===== src/rtl/multicycle_control.sv =====
// Moore FSM sequencing a shared-ALU, shared-memory multicycle RV32I datapath (lw, sw, R, I, beq, jal).
// Optional feature macro: ILLEGAL_TRAP_EN (unsupported ops lock into a TRAP state until reset).
module multicycle_control #(
  parameter int unsigned MEM_HANDSHAKE = 1,
  parameter int unsigned CNT_W         = 32
) (
  input  logic             CLK,
  input  logic             rst,
  input  logic [6:0]       op,
  input  logic [2:0]       funct3,
  input  logic             funct7b5,
  input  logic             Zero,
  input  logic             MemReady,
  output logic             PCWrite,
  output logic             AdrSrc,
  output logic             MemWrite,
  output logic             IRWrite,
  output logic [1:0]       ResultSrc,
  output logic [1:0]       ALUSrcA,
  output logic [1:0]       ALUSrcB,
  output logic [2:0]       ALUControl,
  output logic [1:0]       ImmSrc,
  output logic             RegWrite,
  output logic [CNT_W-1:0] InstRet,
  output logic             Illegal
);

  localparam logic [3:0] S_FETCH   = 4'd0;
  localparam logic [3:0] S_DECODE  = 4'd1;
  localparam logic [3:0] S_MEMADR  = 4'd2;
  localparam logic [3:0] S_MEMREAD = 4'd3;
  localparam logic [3:0] S_MEMWB   = 4'd4;
  localparam logic [3:0] S_MEMWR   = 4'd5;
  localparam logic [3:0] S_EXECR   = 4'd6;
  localparam logic [3:0] S_EXECI   = 4'd7;
  localparam logic [3:0] S_ALUWB   = 4'd8;
  localparam logic [3:0] S_BEQ     = 4'd9;
  localparam logic [3:0] S_JAL     = 4'd10;
`ifdef ILLEGAL_TRAP_EN
  localparam logic [3:0] S_TRAP    = 4'd11;
`endif

  localparam logic [6:0] OP_LW  = 7'b0000011;
  localparam logic [6:0] OP_SW  = 7'b0100011;
  localparam logic [6:0] OP_R   = 7'b0110011;
  localparam logic [6:0] OP_I   = 7'b0010011;
  localparam logic [6:0] OP_BEQ = 7'b1100011;
  localparam logic [6:0] OP_JAL = 7'b1101111;

  localparam logic [1:0] ALUOP_ADD   = 2'b00;
  localparam logic [1:0] ALUOP_SUB   = 2'b01;
  localparam logic [1:0] ALUOP_FUNCT = 2'b10;

  logic [3:0]       state_q, state_d;
  logic [CNT_W-1:0] instret_q, instret_d;
  logic             rdy;
  logic [1:0]       aluop;
  logic             pcw, irw, rw, mw;

  function automatic logic [2:0] alu_dec(input logic [1:0] aop, input logic [2:0] f3,
                                         input logic opb5, input logic f7b5);
    logic [2:0] r;
    r = 3'b000;
    case (aop)
      ALUOP_SUB:   r = 3'b001;
      ALUOP_FUNCT: begin
        case (f3)
          3'b000:  r = (opb5 & f7b5) ? 3'b001 : 3'b000;
          3'b010:  r = 3'b101;
          3'b110:  r = 3'b011;
          3'b111:  r = 3'b010;
          default: r = 3'b000;
        endcase
      end
      default:     r = 3'b000;
    endcase
    return r;
  endfunction

  // Without the handshake every memory access is assumed to complete in one cycle.
  assign rdy = (MEM_HANDSHAKE != 0) ? MemReady : 1'b1;

  always_comb begin
    state_d = state_q;
    case (state_q)
      S_FETCH:   if (rdy) state_d = S_DECODE;
      S_DECODE: begin
        case (op)
          OP_LW, OP_SW: state_d = S_MEMADR;
          OP_R:         state_d = S_EXECR;
          OP_I:         state_d = S_EXECI;
          OP_BEQ:       state_d = S_BEQ;
          OP_JAL:       state_d = S_JAL;
`ifdef ILLEGAL_TRAP_EN
          default:      state_d = S_TRAP;
`else
          default:      state_d = S_FETCH;
`endif
        endcase
      end
      S_MEMADR:  state_d = (op == OP_SW) ? S_MEMWR : S_MEMREAD;
      S_MEMREAD: if (rdy) state_d = S_MEMWB;
      S_MEMWR:   if (rdy) state_d = S_FETCH;
      S_EXECR,
      S_EXECI,
      S_JAL:     state_d = S_ALUWB;
`ifdef ILLEGAL_TRAP_EN
      S_TRAP:    state_d = S_TRAP;
`endif
      default:   state_d = S_FETCH;
    endcase
  end

  // A retirement is any edge that returns to FETCH, including DECODE NOPs.
  always_comb begin
    instret_d = instret_q;
    if (state_q != S_FETCH && state_d == S_FETCH) instret_d = instret_q + CNT_W'(1);
  end

  always_ff @(posedge CLK or negedge rst) begin
    if (!rst) begin
      state_q   <= S_FETCH;
      instret_q <= '0;
    end else begin
      state_q   <= state_d;
      instret_q <= instret_d;
    end
  end

  always_comb begin
    pcw       = 1'b0;
    irw       = 1'b0;
    rw        = 1'b0;
    mw        = 1'b0;
    AdrSrc    = 1'b0;
    ResultSrc = 2'b00;
    ALUSrcA   = 2'b00;
    ALUSrcB   = 2'b00;
    aluop     = ALUOP_ADD;
    case (state_q)
      S_FETCH: begin
        ALUSrcB   = 2'b10;
        ResultSrc = 2'b10;
        irw       = rdy;
        pcw       = rdy;
      end
      S_DECODE: begin
        ALUSrcA = 2'b01;
        ALUSrcB = 2'b01;
      end
      S_MEMADR: begin
        ALUSrcA = 2'b10;
        ALUSrcB = 2'b01;
      end
      S_MEMREAD: AdrSrc = 1'b1;
      S_MEMWB: begin
        ResultSrc = 2'b01;
        rw        = 1'b1;
      end
      S_MEMWR: begin
        AdrSrc = 1'b1;
        mw     = 1'b1;
      end
      S_EXECR: begin
        ALUSrcA = 2'b10;
        aluop   = ALUOP_FUNCT;
      end
      S_EXECI: begin
        ALUSrcA = 2'b10;
        ALUSrcB = 2'b01;
        aluop   = ALUOP_FUNCT;
      end
      S_ALUWB: rw = 1'b1;
      S_BEQ: begin
        ALUSrcA = 2'b10;
        aluop   = ALUOP_SUB;
        pcw     = Zero;
      end
      S_JAL: begin
        ALUSrcA = 2'b01;
        ALUSrcB = 2'b10;
        pcw     = 1'b1;
      end
      default: ;
    endcase
  end

  always_comb begin
    case (op)
      OP_SW:   ImmSrc = 2'b01;
      OP_BEQ:  ImmSrc = 2'b10;
      OP_JAL:  ImmSrc = 2'b11;
      default: ImmSrc = 2'b00;
    endcase
  end

  // Strobes are gated by reset so nothing commits while rst is held low.
  assign PCWrite    = pcw & rst;
  assign IRWrite    = irw & rst;
  assign RegWrite   = rw & rst;
  assign MemWrite   = mw & rst;
  assign ALUControl = alu_dec(aluop, funct3, op[5], funct7b5);
  assign InstRet    = instret_q;

`ifdef ILLEGAL_TRAP_EN
  assign Illegal = (state_q == S_TRAP);
`else
  assign Illegal = 1'b0;
`endif

endmodule

===== config.mk =====
export PLATFORM = sky130hd
export DESIGN_NAME = multicycle_control
export DESIGN_NICKNAME = d
export VERILOG_FILES = /design/src/rtl/multicycle_control.sv
export SDC_FILE = /design/constraint.sdc
export NUM_CORES = 1
export LEC_CHECK = 0
export CORE_UTILIZATION = 45
export DETAILED_ROUTE_END_ITERATION = 6
export PLACE_DENSITY = 0.77
export RECOVER_POWER = 25
export SLEW_MARGIN = 30
export SYNTH_ARGS = -nofsm -noshare
export SYNTH_HDL_FRONTEND = slang
export SYNTH_SLANG_ARGS = --single-unit

===== constraint.sdc =====
create_clock -name CLK -period 4.2 [get_ports CLK]
set_input_delay 1.26 -clock CLK [delete_from_list [all_inputs] [get_ports CLK]]
set_output_delay 1.26 -clock CLK [all_outputs]
set_load 0.01 [all_outputs]

After elaboration in Yosys (flattened, before gate mapping)
Index checks and enable logic that the tools add are counted.
{"block": "totals", "reg_bits": 36, "in_bits": 15, "word_cells": 62}
{"block": "classes", "n_eq_ne": 21, "n_reduce_logical": 14, "n_mux": 19, "bitwise": 5, "addsub": 1}
{"operator": "$add 32x1->32 const B", "count": 1}
{"operator": "$pmux 4 s6", "count": 1}
{"operator": "$pmux 4 s5", "count": 1}
{"operator": "$eq 4x3->1 const B", "count": 4}
{"operator": "$pmux 2 s2", "count": 4}
{"operator": "$eq 7x6->1 const B", "count": 2}
{"operator": "$eq 7x7->1 const B", "count": 2}
{"operator": "$eq 4x4->1 const B", "count": 3}
{"operator": "$mux 4", "count": 3}
{"operator": "$pmux 3 s4", "count": 1}
{"operator": "$reduce_or 2->1", "count": 6}
{"operator": "$eq 4x2->1 const B", "count": 2}
{"operator": "$logic_not 4->1", "count": 2}
{"operator": "$eq 7x2->1 const B", "count": 1}
{"operator": "$eq 7x5->1 const B", "count": 1}
{"operator": "$eq 3x3->1 const B", "count": 2}
{"operator": "$pmux 2 s3", "count": 1}
{"operator": "$pmux 3 s2", "count": 1}
{"operator": "$reduce_or 3->1", "count": 2}
{"operator": "$and 1x1->1", "count": 5}
{"operator": "$mux 1", "count": 5}
{"operator": "$eq 4x1->1 const B", "count": 1}
{"operator": "$reduce_bool 4->1", "count": 1}
{"operator": "$reduce_or 4->1", "count": 1}
{"operator": "7 further kinds", "count": 7}

Logic depth before layout (Yosys ltp)
Gate-level depths: netlist of the first run.
{"block": "depth", "ltp_word": 6, "ltp_mapped": 9, "mapped_depth_nobuf": 8}

Worst setup path before layout of the first run
No wires, ideal clock.
{"block": "synth_timing", "path_kind": "input port to output port", "startpoint": "input port op[6]", "endpoint": "output port ImmSrc[0]", "cell_stages": 3, "n_path_buf": 1, "t_arrival_ns": 1.853, "slack_ns": 1.087, "t_required_ns": 2.940, "cell_sequence": "clkbuf_1 and3_1 o21a_1"}
{"block": "synth_via", "elab_chain_len": 2, "elab_cells_between_ends": 4, "cone_classes": "eq/ne: 3; mux: 1"}
{"element": "start, declared", "line": "9", "source": "input logic [6:0] op,"}
{"element": "$eq 7x7->1 or $eq 7x6->1 (tied branches)", "line": "189", "source": "case (op)"}
{"element": "$pmux 2 s3 *", "line": "189"}
{"element": "end, declared", "line": "22", "source": "output logic [1:0] ImmSrc,"}
Mark *: on every way between the ends. The rest lies on a longest branch, timed or not.

Worst setup path after layout of the first run
{"block": "layout_timing", "startpoint": "input port op[4]", "endpoint": "output port ImmSrc[1]"}
Same word-level chain as after synthesis.

==> results of run 1 <==
[layout make-up]
class | instances | area [sq um]
fill | 395 | 1550
multi-input combinational | 165 | 1220
sequential | 36 | 901
timing repair buffer | 68 | 656
clock buffer | 7 | 86.3
tap | 52 | 65.1
inverter | 6 | 22.5
clock inverter | 1 | 7.51
[report_power, final]
part	switching [mW]	internal, mW	leakage, nW
Combinational	0.0919	0.120	0.642
Sequential	0.0387	0.376	0.491
Clock	0.118	0.133	0.0445
Total	0.249	0.629	1.18
[through the flow]
| stage | std cells | util (%) |
|---|---|---|
| after global placement | 327 | 63.6 |
| after detailed placement | 327 | 63.6 |
| final | 335 | 65.6 |
| after floorplan | 215 | - |
| after CTS | 335 | 65.7 |
| after global routing | 335 | 65.6 |
[how the worst min path moves through the flow]
stage / from / to / slack [ps] / depth (start not counted)
4_1_cts: InstRet[31] / InstRet[31] / 480 / 1
3_5_place_dp: InstRet[31] / InstRet[31] / 470 / 1
2_1_floorplan: InstRet[31] / InstRet[31] / 510 / 1
6_report: InstRet[31] / InstRet[31] / 470 / 1
3_3_place_gp: InstRet[31] / InstRet[31] / 460 / 1
5_1_grt: InstRet[31] / InstRet[31] / 510 / 1
[state kept, by name, summed over array words and instances, names as in the netlist]
signal / flops
state_q: 4
InstRet: 32
[kinds of logic (layout without fill, tap and decap cells)]
kind of cell | Yosys count | after routing | synth area share (%)
simple gates | 107 | 107 | 31.9
flops | 36 | 36 | 41.3
xor+xnor | 33 | 33 | 13.2
compound gates | 19 | 19 | 7.68
buf+inv | 14 | 82 | 3.04
fa+ha+maj | 3 | 3 | 1.72
mux | 2 | 2 | 0.974
other cells | 1 | 1 | 0.172
[metal layers]
metal / global-route usage (%) / vias up / part of all wire (%)
li1: - / 901 / -
met1: 25.4 / 851 / 46
met2: 30.8 / 45 / 48
met3: 4.78 / 5 / 4.9
met4: 8.28 / 0 / 1.0
met5: 0 / - / 0
[cell usage in the layout (no fill, tap or decap), drive strengths merged, types with 2 or more instances in the layout]
master / netlist / routed
clkdlybuf4s50: 0 / 61
dfrtp: 36 / 36
xnor2: 31 / 31
nand2: 16 / 16
nand4: 15 / 15
nor2: 14 / 14
nand3: 12 / 12
clkbuf: 2 / 9
nor2b: 8 / 8
and3: 7 / 7
inv: 6 / 6
nor3: 6 / 6
a21oi: 5 / 5
buf: 6 / 5
nor4: 5 / 5
and4: 4 / 4
nor4b: 4 / 4
nand2b: 3 / 3
ha: 3 / 3
and4b: 2 / 2
nor3b: 2 / 2
o21ai: 2 / 2
and3b: 2 / 2
xor2: 2 / 2
a211oi: 2 / 2
[worst register-to-register path, delay by kind of cell (launching register included)]
kind / cells / cell delay (ps)
AND/OR/NAND/NOR: 4 / 1060
flip-flops: 1 / 720
XOR/XNOR: 1 / 170
AO/OA/AOI/OAI: 1 / 390
==> run metrics, run 1 <==
final WL between 4000 and 5000 microns; Die X around 72 microns; status finished with violations; EDFF count, synth 0; DR WL/cell between 10 and 15 microns; layout cells sized above 1 8.48%; fin worst setup slack approximately 190 ps; Longest Clk Path Bufs 2; WS Path Type primary input to output pin; cts repair resizes 0; vias in the first global route approximately 1,700; hpwl dp 3430 microns; Port Buffers 62; total congestion overflow 0; Syn Nets 233; nets 300; Max Cap Viol 1; Hold Crit Class flip-flop to flip-flop; minimum clock period 4010 ps; Worst path slowest cell clkdlybuf4s50_1; synthesized area per cell 10.2 sq um; die area just over 5000 sq um; Setup violations, final 0; DR vias 1,802; reg-to-reg setup timing slack 1740 ps; crit-path cells clkdlybuf4s50_1 -> and4b_1 -> and3_1 -> clkdlybuf4s50_1; critical path startpoint op[4]; Root Driver clkbuf_8; Critical R2R Capture InstRet[24]; headroom to the max-slew limit -23.2%; Hold Violations, Final 0; top cells by area, synth dfrtp_1 (41%), xnor2_1 (12%), nand4_1 (4.3%); io pins 64; CP required 2940 ps; Post CTS Setup Buffer Count 0; ys async rst share 100%; initial antenna violation count 0; first-pass GRT wire length 7730 microns; Syn. warnings 0; most area-hungry cell type in the Yosys netlist dfrtp_1; leakage 1.18 nW; Final Hold Slack 474 ps; hold buffer count at CTS 0; Worst Skew 4.48 ps; CTS tree built; CP endpoint kind output pin; clk_lat worst skew approximately 290 ps; Crit path buffers/inverters 2; crit start category primary input; highest clock rate 249 MHz; Worst-path clk slew 70 ps; fin. max-slew vios 37; final setup TNS 0 ps; antenna-violating nets left 0; Placed Area about 2900 sq um; antenna cell count 0; Synth Flop Type dfrtp_1; P&R area growth vs syn 35.3%; mean number of vias per cell around 5.4; routability cong. 0.825; Starting Density 48.5%; Largest delay share family, worst path buffers and inverters; first drt pass iteration count 4; failing checks max-capacitance violations, max-slew violations; Tcrit/Tclk final 95.4%; Die Span Y 71.7 microns; Stages on worst setup path 4; Pwr per Cell Area 297 nW/um^2; GRT Total Usage 19.4%; Most common cell on crit path clkdlybuf4s50_1; Reg2Reg Depth 6; maximum number of pins on one net before global-route repair 37; total power slightly below 900 uW; Post-Layout Inst Area 2950 sq um; setup slack at placement 199 ps; TritonCTS buffer count 5; maximum VDD drop 0.000333 V; Worst-Margin Slew 1850 ps; post-synth top area share between 40% and 50%; max incr delay on CP 520 ps; DRC violations left 0; Max FO, Critical Path 5; Netlist cell types 51; setup repair after global routing missed its margin no; count leader, synth dfrtp_1; cell area after synthesis about 2200 sq um; reg-to-reg critical path startpoint state_q[2]; Site Rows 24; Commonest cells post-synth dfrtp_1 (36), xnor2_1 (31), nand2_1 (16); Synth Instances 215; TritonCTS sink count 36; htree depth 2; Starting DRT DRC Count approximately 130; post-synthesis register bit count 36; core area approximately 4500 sq um; sequential area share after synthesis 41.3%; CP arrival 2750 ps; Setup crit end ImmSrc[1]
No activity file was read; power rests on OpenSTA's default activity.
==> inputs of run 2 (changes only) <==
--- a/config.mk
+++ b/config.mk
@@ -9,6 +9,7 @@
 export DETAILED_ROUTE_END_ITERATION = 6
 export PLACE_DENSITY = 0.77
 export RECOVER_POWER = 25
+export SETUP_SLACK_MARGIN = 0.15
 export SLEW_MARGIN = 30
 export SYNTH_ARGS = -nofsm -noshare
 export SYNTH_HDL_FRONTEND = slang
==> run 2 against run 1 <==
  * The run still ends with max-capacitance violations, max-slew violations left
  * Design area up 0.21%
  * Sequential power about the same
  * Core utilization up 0.14 points
  * Largest cell class unchanged
  * Sequential share of layout area down 0.064 points
  * Flip-flop and latch count unchanged
  * Critical endpoint unchanged
  * Clock skew about the same
  * First-iteration DRC count down 2.3%
==> run metrics, run 2 (synthesized netlist as in run 1, its figures left out) <==
status finished with violations; failing checks max-capacitance violations, max-slew violations; mean number of vias per cell 5.37 (-0.17%); Worst path slowest cell clkdlybuf4s50_1; Post-Place Cells 327 (unchanged); DR vias 1,799 (-0.17%); CP endpoint kind output pin; fill count 395 (unchanged); Max FO, Critical Path 4 (-1); maximum VDD drop 0.000333 V (about the same); Stages on worst setup path 4 (unchanged); die area 5130 sq um (unchanged); antenna cell count 0 (unchanged); WS Path Type primary input to output pin; routability cong. 0.825 (unchanged); Setup violations, final 0 (unchanged); Placed Area 2870 sq um (unchanged); DR WL/cell 14.0 microns (+0.30%); first drt pass iteration count 4 (unchanged); commonest cells after routing, fill and taps aside clkdlybuf4s50_1 (59), dfrtp_1 (36), xnor2_1 (31); clk_lat worst skew 290 ps (about the same); Longest Clk Path Bufs 2 (unchanged); CTS tree built; Post CTS Setup Buffer Count 0 (unchanged); Final Hold Slack 474 ps (unchanged); Most common cell on crit path clkdlybuf4s50_1; antenna-violating nets left 0 (unchanged); Post-Layout Inst Area 2960 sq um (+0.21%); highest clock rate 253 MHz (+1.4%); Multi-input gate area 1220 sq um (+0.10%); count of non-filler cells in the finished layout 335 (unchanged); total power 878 uW (about the same); Tcrit/Tclk final 94.1% (-1.3 points); Root Driver clkbuf_8; Die X 71.7 microns (unchanged); Starting DRT DRC Count 126 (-2.3%); minimum clock period 3950 ps (-54.5 ps); fin. max-slew vios 37 (unchanged); max incr delay on CP 520 ps (about the same); Hold Violations, Final 0 (unchanged); setup repair after global routing missed its margin no; CP required 2940 ps (about the same); Worst-Margin Slew 1850 ps (+0.787 ps); commonest non-fill, non-tap cell in the layout clkdlybuf4s50_1; hpwl dp 3430 microns (unchanged); Final Util 65.7% (+0.14 points); flip-flop count of the largest register after layout 32 (unchanged); fin worst setup slack 246 ps (+54.5 ps); Worst Skew 4.34 ps (-0.137 ps); Hold Crit Class flip-flop to flip-flop; CP arrival 2690 ps (-60 ps); vias in the first global route 1,686 (unchanged); DRC violations left 0 (unchanged); TritonCTS buffer count 5 (unchanged); core area 4500 sq um (unchanged); P&R area growth vs syn 35.6%; Sequential cell area 901 sq um (unchanged); Worst-path clk slew 70 ps (about the same); initial antenna violation count 0 (unchanged); io pins 64 (unchanged); first-pass GRT wire length 7730 microns (unchanged); total congestion overflow 0 (unchanged); crit-path cells clkdlybuf4s50_1 -> and4b_2 -> and3_1 -> clkdlybuf4s50_1; headroom to the max-slew limit -23.3% (-0.052 points); TritonCTS sink count 36 (unchanged); Largest delay share family, worst path buffers and inverters; Site Rows 24 (unchanged); setup slack at placement 199 ps (unchanged); Reg2Reg Depth 6 (unchanged); Port Buffers 62 (unchanged); Pwr per Cell Area 297 nW/um^2 (-0.22%); crit start category primary input; leakage 1.20 nW (+1.5%); layout cells sized above 1 8.83% (+0.35 points); final WL 4700 microns (+0.30%); Die Span Y 71.7 microns (unchanged); hold depth 1 (unchanged); GRT Total Usage 19.4% (unchanged); Starting Density 48.5% (unchanged); Max Cap Viol 1 (unchanged); htree depth 2 (unchanged); nets 300 (unchanged); Crit path buffers/inverters 2 (unchanged); final setup TNS 0 ps (unchanged); maximum number of pins on one net before global-route repair 37 (unchanged)
==> run 2: path summary, 6_finish.rpt <==
check / startpoint / end / slack (ps)
setup / recovery: op[1] / ImmSrc[1] / 250
hold / removal: InstRet[31] / InstRet[31] / 470
setup reg to reg: state_q[2] / InstRet[24] / 1720
hold reg to reg: InstRet[31] / InstRet[31] / 470
max in group asynchronous: rst / InstRet[9] / 1410
min in group asynchronous: rst / InstRet[27] / 1720
==> run 2: repair_timing <==
item	CTS	global route
endpoints found under the setup margin	0	2
hold buffers	0	0
gates resized for setup	0	3
==> run 2: cell type report <==
type	instances	area share, %
sequential	36	30.4
inverter	6	0.761
clock buffer	7	2.92
clock inverter	1	0.254
timing repair buffer	68	22.3
tap	52	2.20
multi-input combinational	165	41.1
==> run 2: routing by layer <==
metal  share of wire (%)  global-route usage, %
met5                   0                      0
met4                 1.0                   8.28
met3                 5.0                   4.78
met2                  47                   30.8
met1                  47                   25.4
==> run 2: worst register-to-register path: stages, from the launching register on <==
cell	delay, ps
dfrtp_1	730
nor2b_1	210
o311ai_4	390
nand4_1	200
nor4_4	470
nand3_1	180
xnor2_1	170
==> run 2: power breakdown <==
part	internal [mW]	switching (mW)
registers	0.376	0.0387
clock network	0.133	0.118
logic	0.120	0.0921
total	0.629	0.249
